==> src/rtl/lc3_psr_cc.sv <==
// LC-3 condition-code / processor-status unit.
// - Derives N/Z/P from the data bus and registers the BR branch enable.
// - Holds the PSR privilege and priority fields.
// - Keeps a small hardware shadow stack of PSR images. Interrupt entry pushes
//   onto it and RTI pops from it. Sticky flags record overflow and underflow.
module lc3_psr_cc #(
    parameter int WIDTH = 16,
    parameter int DEPTH = 4
) (
    input  logic             clk,
    input  logic             rst,
    input  logic [WIDTH-1:0] data_bus,
    input  logic [15:0]      ir,
    input  logic             ld_cc,
    input  logic             ld_ben,
    input  logic             ld_psr,
    input  logic             int_push,
    input  logic [2:0]       int_pri,
    input  logic             rti_pop,
    input  logic             err_clr,
    output logic             ben,
    output logic             n,
    output logic             z,
    output logic             p,
    output logic             priv,
    output logic [2:0]       pri,
    output logic [15:0]      psr,
    output logic             stk_full,
    output logic             stk_empty,
    output logic             stk_ovf,
    output logic             stk_unf
);

    // Occupancy counts 0..DEPTH, so it needs one more code than an index.
    localparam int PW    = $clog2(DEPTH + 1);
    localparam int IW    = (DEPTH > 1) ? $clog2(DEPTH) : 1;
    localparam int SLOTS = 1 << IW;
    localparam logic [PW-1:0] OCC_MAX = PW'(DEPTH);

    // Architectural state
    logic            n_q, z_q, p_q, n_d, z_d, p_d;
    logic            ben_q, ben_d;
    logic            priv_q, priv_d;
    logic [2:0]      pri_q, pri_d;
    logic [PW-1:0]   occ_q, occ_d;
    logic            ovf_q, ovf_d, unf_q, unf_d;

    // Stack plumbing. Each entry holds only the meaningful PSR fields:
    // {priv, pri[2:0], n, z, p}.
    logic                 push_en;
    logic                 ovf_set, unf_set;
    logic [6:0]           cur_fields;
    logic [6:0]           rd_fields;
    logic [IW-1:0]        wr_idx, rd_idx;
    logic [SLOTS*7-1:0]   slots_flat;
    logic                 cc_zero;
    logic                 unused_ir;

    assign unused_ir  = ^{ir[15:12], ir[8:0]};
    assign cur_fields = {priv_q, pri_q, n_q, z_q, p_q};
    assign wr_idx     = IW'(occ_q);
    assign rd_idx     = IW'(occ_q - PW'(1));
    assign cc_zero    = (data_bus == '0);

    assign stk_full  = (occ_q == OCC_MAX);
    assign stk_empty = (occ_q == '0);

    // One register per stack slot. The slot is written only on a successful push at its index.
    for (genvar gi = 0; gi < SLOTS; gi++) begin : g_slot
        logic [6:0] slot_q;
        always_ff @(posedge clk) begin
            if (push_en && (wr_idx == IW'(gi))) begin
                slot_q <= cur_fields;
            end
        end
        assign slots_flat[gi*7 +: 7] = slot_q;
    end

    // Read the top-of-stack entry (index occ-1) for RTI.
    always_comb begin
        rd_fields = '0;
        for (int i = 0; i < SLOTS; i++) begin
            if (rd_idx == IW'(i)) begin
                rd_fields = slots_flat[i*7 +: 7];
            end
        end
    end

    // Next-state selection. PSR sources are prioritised as illegal push+pop,
    // then push, then pop, then ld_psr, then ld_cc.
    always_comb begin
        n_d     = n_q;
        z_d     = z_q;
        p_d     = p_q;
        priv_d  = priv_q;
        pri_d   = pri_q;
        occ_d   = occ_q;
        push_en = 1'b0;
        ovf_set = 1'b0;
        unf_set = 1'b0;

        if (int_push && rti_pop) begin
            ovf_set = 1'b1;
        end else if (int_push) begin
            if (stk_full) begin
                ovf_set = 1'b1;
            end else begin
                push_en = 1'b1;
                occ_d   = occ_q + PW'(1);
            end
            // The mode switch happens even if the stack had no room.
            priv_d = 1'b0;
            pri_d  = int_pri;
            n_d    = 1'b0;
            z_d    = 1'b0;
            p_d    = 1'b0;
        end else if (rti_pop) begin
            if (stk_empty) begin
                unf_set = 1'b1;
            end else begin
                occ_d = occ_q - PW'(1);
                {priv_d, pri_d, n_d, z_d, p_d} = rd_fields;
            end
        end else if (ld_psr) begin
            priv_d = data_bus[15];
            pri_d  = data_bus[10:8];
            {n_d, z_d, p_d} = data_bus[2:0];
        end else if (ld_cc) begin
            n_d = data_bus[WIDTH-1];
            z_d = cc_zero;
            p_d = ~data_bus[WIDTH-1] & ~cc_zero;
        end

        // BEN always uses the condition codes from before this edge.
        ben_d = ld_ben ? |(ir[11:9] & {n_q, z_q, p_q}) : ben_q;

        // A new error in the same cycle takes precedence over the clear.
        ovf_d = ovf_set | (ovf_q & ~err_clr);
        unf_d = unf_set | (unf_q & ~err_clr);
    end

    // State registers with synchronous reset. Stack contents are not reset.
    always_ff @(posedge clk) begin
        if (rst) begin
            n_q    <= 1'b0;
            z_q    <= 1'b0;
            p_q    <= 1'b0;
            ben_q  <= 1'b0;
            priv_q <= 1'b0;
            pri_q  <= 3'd0;
            occ_q  <= '0;
            ovf_q  <= 1'b0;
            unf_q  <= 1'b0;
        end else begin
            n_q    <= n_d;
            z_q    <= z_d;
            p_q    <= p_d;
            ben_q  <= ben_d;
            priv_q <= priv_d;
            pri_q  <= pri_d;
            occ_q  <= occ_d;
            ovf_q  <= ovf_d;
            unf_q  <= unf_d;
        end
    end

    assign ben     = ben_q;
    assign n       = n_q;
    assign z       = z_q;
    assign p       = p_q;
    assign priv    = priv_q;
    assign pri     = pri_q;
    assign stk_ovf = ovf_q;
    assign stk_unf = unf_q;
    assign psr     = {priv_q, 4'b0000, pri_q, 5'b00000, n_q, z_q, p_q};

endmodule

==> config.mk <==
export PLATFORM = sky130hd
export DESIGN_NAME = lc3_psr_cc
export DESIGN_NICKNAME = d
export VERILOG_FILES = /design/src/rtl/lc3_psr_cc.sv
export SDC_FILE = /design/constraint.sdc
export NUM_CORES = 1
export LEC_CHECK = 0
export ABC_AREA = 1
export BUFFER_PORTS_ARGS = -buffer_cell sky130_fd_sc_hd__clkbuf_2
export CORE_AREA = 2 2 71 73
export CTS_CLUSTER_SIZE = 25
export DETAILED_ROUTE_END_ITERATION = 10
export DIE_AREA = 0 0 73 75
export HOLD_SLACK_MARGIN = 0.15
export PLACE_DENSITY_LB_ADDON = 0.25
export SYNTH_ARGS = -nofsm -noshare
export SYNTH_HDL_FRONTEND = slang
export SYNTH_SLANG_ARGS = --single-unit
==> constraint.sdc <==
create_clock -name clk -period 2.69 [get_ports clk]
set_clock_uncertainty 0.2 [all_clocks]
set_input_delay 0.4035 -clock clk [delete_from_list [all_inputs] [get_ports clk]]
set_output_delay 0.4035 -clock clk [all_outputs]
set_load 0.01 [all_outputs]
**Yosys cells after proc, flatten, opt, wreduce, memory -nomap -nowiden**

Index checks and enable logic that the tools add are counted.

- Add/subtract/negate cells: 2
- $mul: 0
- Div/mod/pow operators: 0
- Magnitude comparators: 0
- Equality and inequality tests: 10
- Shift-type cells: 0
- Muxes and demuxes: 41
- Bitwise logic cells: 10
- Reductions and logical operators: 16

Operators with widths:

| kind | number |
|---|---|
| $mux W1 | 29 |
| $mux W7 | 4 |
| $mux W3 | 8 |
| $logic_not A16 Y1 | 1 |
| $eq A2 B2 Y1 const B | 4 |
| $reduce_and A3 Y1 | 2 |
| $logic_and A1 B1 Y1 | 5 |
| $eq A2 B1 Y1 const B | 2 |
| $logic_not A2 Y1 | 2 |
| $ne A2 B2 Y1 const B | 2 |
| $not A1 Y1 | 4 |
| $reduce_and A4 Y1 | 1 |
| $reduce_bool A4 Y1 | 1 |
| $add A3 B1 Y3 const B | 1 |
| $and A1 B1 Y1 | 3 |
| $and A3 B3 Y3 | 1 |
| $eq A3 B3 Y1 const B | 1 |
| $logic_not A3 Y1 | 1 |
| $ne A3 B3 Y1 const B | 1 |
| $reduce_bool A3 Y1 | 1 |
| $reduce_or A3 Y1 | 1 |
| $sub A3 B1 Y3 const B | 1 |
| $or A1 B1 Y1 | 2 |
| $reduce_bool A2 Y1 | 1 |

- Flip-flop bits (word level): 41
- Bits in latches: 0
- Memory bits (writable): 0
- Memory bits (read-only): 0
- Bits of input ports: 43
- Output and inout bits: 28
- Logic and storage cells: 92
- Memories: 0

**Logic depth before layout (Yosys ltp)**

- Depth after elaboration: 9
- Mapped depth: 12
- Depth with buffers taken out: 11

**Worst setup path after synthesis**

Ideal clock, no wire load.

- Path kind: register -> register
- Start: register occ_q[0]
- End: register g_slot[1].slot_q[0] (enable)
- Library setup time: 0.360 ns
- Arrival: 1.263 ns
- Required time: 2.130 ns
- Slack: 0.867 ns
- Cell stages (with the launch flop): 6
- Buffers on the path: 0
- Period minus slack after synthesis: 1.823 ns
- Cell sequence: dfxtp_1 > inv_1 > ha_1 > nand2_1 > nand3_1 > nor2_1

- Cells in the longest elaborated chain, start to end: 5
- Elaborated cells on any way between the ends: 6
- Classes of those cells: 2 x eq/ne; 3 x mux; 1 x reduce/logical

RTL lines:

| item | RTL line | source |
|---|---|---|
| from (decl) | 45 | `logic [PW-1:0] occ_q, occ_d;` |
| from (signal assigned) | 151 | `occ_q <= '0;` |
| from (signal assigned) | 161 | `occ_q <= occ_d;` |
| $eq A3 B3 Y1 | 65 | `assign stk_full = (occ_q == OCC_MAX);` |
| $mux W1 | 105 | `if (stk_full) begin` |
| $mux W1 | 104 | `end else if (int_push) begin` |
| $mux W1 | 102 | `if (int_push && rti_pop) begin` |
| $logic_and A1 B1 Y1 * | 72 | `if (push_en && (wr_idx == IW'(gi))) begin` |
| to (signal assigned) | 73 | `slot_q <= cur_fields;` |
| to (decl) | 70 | `logic [6:0] slot_q;` |

Every way passes the cells marked *; elsewhere a longest branch is shown, timed or not.
A chain may end at the register's enable or synchronous reset.

**Worst setup path in the final report**

- Start: register occ_q[0]
- End: output port stk_empty

- Cells in the longest elaborated chain, start to end: 1

RTL lines:

| item | RTL line | source |
|---|---|---|
| $logic_not A3 Y1 | 66 | `assign stk_empty = (occ_q == '0);` |
| to (decl) | 29 | `output logic stk_empty,` |

No other way between the ends.

==> reports/summary.md <==
During I/O placement, the number of pins put on the boundary was 71. The logs give 4 for the number of iterations in the first detailed-routing pass and 15 for the maximum number of pins on one net before global-route repair. For the number of fill cells in the layout, the log shows 438. STA classifies the critical path startpoint as a flip-flop. In the routed design, unresolved DRC markers number 0. The run gives 0 as the diode insertion count for antenna repair. The global router's overall resource usage is 18.1%, and the count of input and output buffers is 48.

The delay contributed by the slowest stage of the critical path is 0.35 ns. Subtracting the final worst setup slack from the clock period gives 2.00 ns. The worst path meets setup with 0.693 ns of slack. The critical path required time is 2.09 ns. The total number of H-tree levels is 2. The register with the highest flop count was g_slot.slot_q.

After synthesis the cells add up to 2230 sq um. The class of the most critical hold timing path is in -> reg. Number of flip-flops under the largest register name: 28. The ratio of routed vias to standard cells came out at 4.90.

Total global routing overflow: 0. The floorplan step defined a core boundary enclosing 4660 sq um. The run finished with clean final reports. The clock slew seen by the registers of the worst setup and hold paths was 0.07 ns.

The cell sitting at the root of the clock tree is a sky130_fd_sc_hd__clkbuf_8. The logs give 7290 um for the first-pass GRT wire length and 55.0% for the share of the core filled with cells. TritonCTS built the clock tree.

In this run the deepest clock path goes through 2 buffers. The overall die area is 5480 sq um. Across all hold checks on the routed design, the worst slack comes to 0.157 ns. The run gives 4560 um as the final wirelength. Once detail routing completed, the nets flagged for antenna violations numbered 0.

For the global placer's final weighted congestion, the log shows 0.777. The net count reported at finish was 346. Setup repair after global routing left no endpoint under its margin. Walking the worst path, the cells encountered are inv_1 -> ha_1 -> inv_2 -> nor2_2 -> clkbuf_2. The average wire length per cell after detail routing is 13.1 um. The number of standard-cell rows in the floorplan was 25. The clock net sink count was 41; the die outline width was 73 um. Of the available clock period, the critical path in the final layout requires 74.2%. The tools report the sequential-to-total area share from yosys stat as 49.4%.

The logs give 0 for the number of antenna violations at the first check in global routing and 47.8% for the starting density of the core. During synthesis, Yosys emitted a total of 0 warnings. The placed instance count was 341; the die span in y was 75 um. The detailed placement HPWL was 3520 um; the post-cts gate resize count was 0. The run gives 246 as the post-synthesis cell count. The max-slew violation count was 0. The later pin in the worst-skew pair is clocked with a latency of 0.29 ns.

The first routing iteration left 107 violations. The multi-input combinational cell area came out at 907 sq um. Kind of cell with the highest combined delay on the critical path: buffers and inverters. Area added between synthesis and finish: 15.0%. For the total count of hold-check failures in the final report, the log shows 0. Adding up every negative setup slack in the final design gives 0 ns. STA puts the critical path data arrival time at 1.39 ns. The number of buffers created by CTS was 5; the mean instance size in the synthesized netlist was 9.06 sq um. The total of hold buffers inserted after clock tree synthesis is 0, and the post-placement worst setup slack is 0.535 ns.

The worst reg-to-reg setup slack was 0.74 ns. Counting both buffers and inverters, the worst setup path holds a total of 3. The worst setup path is of the reg -> out kind. For this run, the number of standard cells in the final layout without fillers is 349. Synthesis inferred 41 register bits.

The sequential cells in the finished layout cover a total of 1100 sq um. The run gives 0.501 GHz as the top achievable clock speed. Synthesis instantiated 29 different standard cells from the library.

Detailed routing inserted a total of 1711 vias. The total power divided by cell area works out to 638 nW/um^2. Max-cap violations in this run came to 0. Cell with the largest stage delay on the worst path: sky130_fd_sc_hd__dfxtp_1.

The share of post-route cells with drive strength above 1 is 29.2%, and the total of endpoints with negative setup slack in the final report is 0. The tools report the number of global-route vias before repair as 1582. Across the VDD grid, the largest voltage drop is 0.269 mV. Along the worst path, the maximum fanout reaches 5. The worst setup path is captured at an output pin. The standby leakage power was 1.14 nW; the post-CTS setup-driven buffer insertion count was 0.
[routing by layer]
| layer | routed length, um | track usage [%] |
|---|---|---|
| met1 | 2060 | 23.2 |
| met2 | 2110 | 27.9 |
| met3 | 250 | 5.35 |
| met4 | 148 | 9.05 |
| met5 | 0 | 0 |
[cell usage in the layout (no fill, tap or decap)]
| cell | n |
|---|---|
| sky130_fd_sc_hd__nand2_1 | 57 |
| sky130_fd_sc_hd__clkbuf_2 | 48 |
| sky130_fd_sc_hd__nor2_1 | 34 |
| sky130_fd_sc_hd__edfxtp_1 | 28 |
| sky130_fd_sc_hd__a21oi_1 | 26 |
| sky130_fd_sc_hd__dfxtp_1 | 13 |
| sky130_fd_sc_hd__inv_1 | 12 |
| sky130_fd_sc_hd__ha_1 | 9 |
| sky130_fd_sc_hd__conb_1 | 9 |
| sky130_fd_sc_hd__nand3_1 | 8 |
| sky130_fd_sc_hd__buf_4 | 7 |
| sky130_fd_sc_hd__a21oi_2 | 6 |
| sky130_fd_sc_hd__o21ai_0 | 6 |
| sky130_fd_sc_hd__clkbuf_8 | 6 |
| sky130_fd_sc_hd__inv_2 | 4 |
| sky130_fd_sc_hd__nor2_2 | 3 |
| sky130_fd_sc_hd__clkinv_2 | 2 |
| sky130_fd_sc_hd__nand3_2 | 2 |
| sky130_fd_sc_hd__nand3_4 | 2 |
| sky130_fd_sc_hd__a21o_1 | 2 |
| sky130_fd_sc_hd__inv_6 | 1 |
| sky130_fd_sc_hd__nand2_2 | 1 |
| sky130_fd_sc_hd__nand2_4 | 1 |
| sky130_fd_sc_hd__xnor2_1 | 1 |
| sky130_fd_sc_hd__nand4_4 | 1 |
| sky130_fd_sc_hd__a41oi_1 | 1 |
| sky130_fd_sc_hd__o21ai_1 | 1 |
| sky130_fd_sc_hd__nor3_2 | 1 |
| sky130_fd_sc_hd__nand4_1 | 1 |
| sky130_fd_sc_hd__bufinv_16 | 1 |
| sky130_fd_sc_hd__clkbuf_1 | 1 |
[cell usage after synthesis, drive strengths merged]
master	n	area, sq um
edfxtp	28	841
a41oi	1	8.76
clkinv	2	10.0
inv	17	68.8
buf	22	171
o21ai	7	35.0
nand3	12	95.1
nor3	1	10.0
nor2	37	146
a21oi	32	183
dfxtp	13	260
xnor2	1	8.76
nand4	2	27.5
ha	9	113
a21o	2	15.0
nand2	59	231
conb	1	3.75
[kinds of logic after synthesis]
group                    after synthesis  share of synthesized area, %
flip-flops                            41                          49.4
buffers and inverters                 41                          11.2
AND/OR/NAND/NOR                      111                          22.9
adder cells (fa/ha/maj)                9                          5.05
AO/OA/AOI/OAI                         42                          10.8
other                                  1                         0.168
XOR/XNOR                               1                         0.393
[power breakdown]
part | internal, mW | switching (mW)
Combinational | 0.137 | 0.233
Sequential | 0.729 | 0.0358
Clock | 0.302 | 0.198
Total | 1.17 | 0.467
[per-stage QoR]
stage          total power, mW  area, sq um
2_1_floorplan             1.05         2260
3_3_place_gp              1.14         2450
3_5_place_dp              1.15         2450
4_1_cts                   1.65         2560
5_1_grt                   1.72         2560
6_report                  1.63         2560
[worst paths after layout]
| check | from | endpoint | depth (start not counted) |
|---|---|---|---|
| hold / removal | ld_ben | ben | 2 |
| hold reg to reg | stk_unf | stk_unf | 2 |
| setup reg to reg | occ_q[0] | g_slot[2].slot_q[0] | 5 |
| setup / recovery | occ_q[0] | stk_empty | 5 |
[final cells by class]
class / instances / area share (%)
timing repair buffer: 55 / 11.4
clock inverter: 1 / 1.17
clock buffer: 7 / 3.37
sequential: 41 / 42.9
multi-input combinational: 172 / 35.4
inverter: 19 / 3.07
tap: 54 / 2.64
No activity file was read; power rests on OpenSTA's default activity.
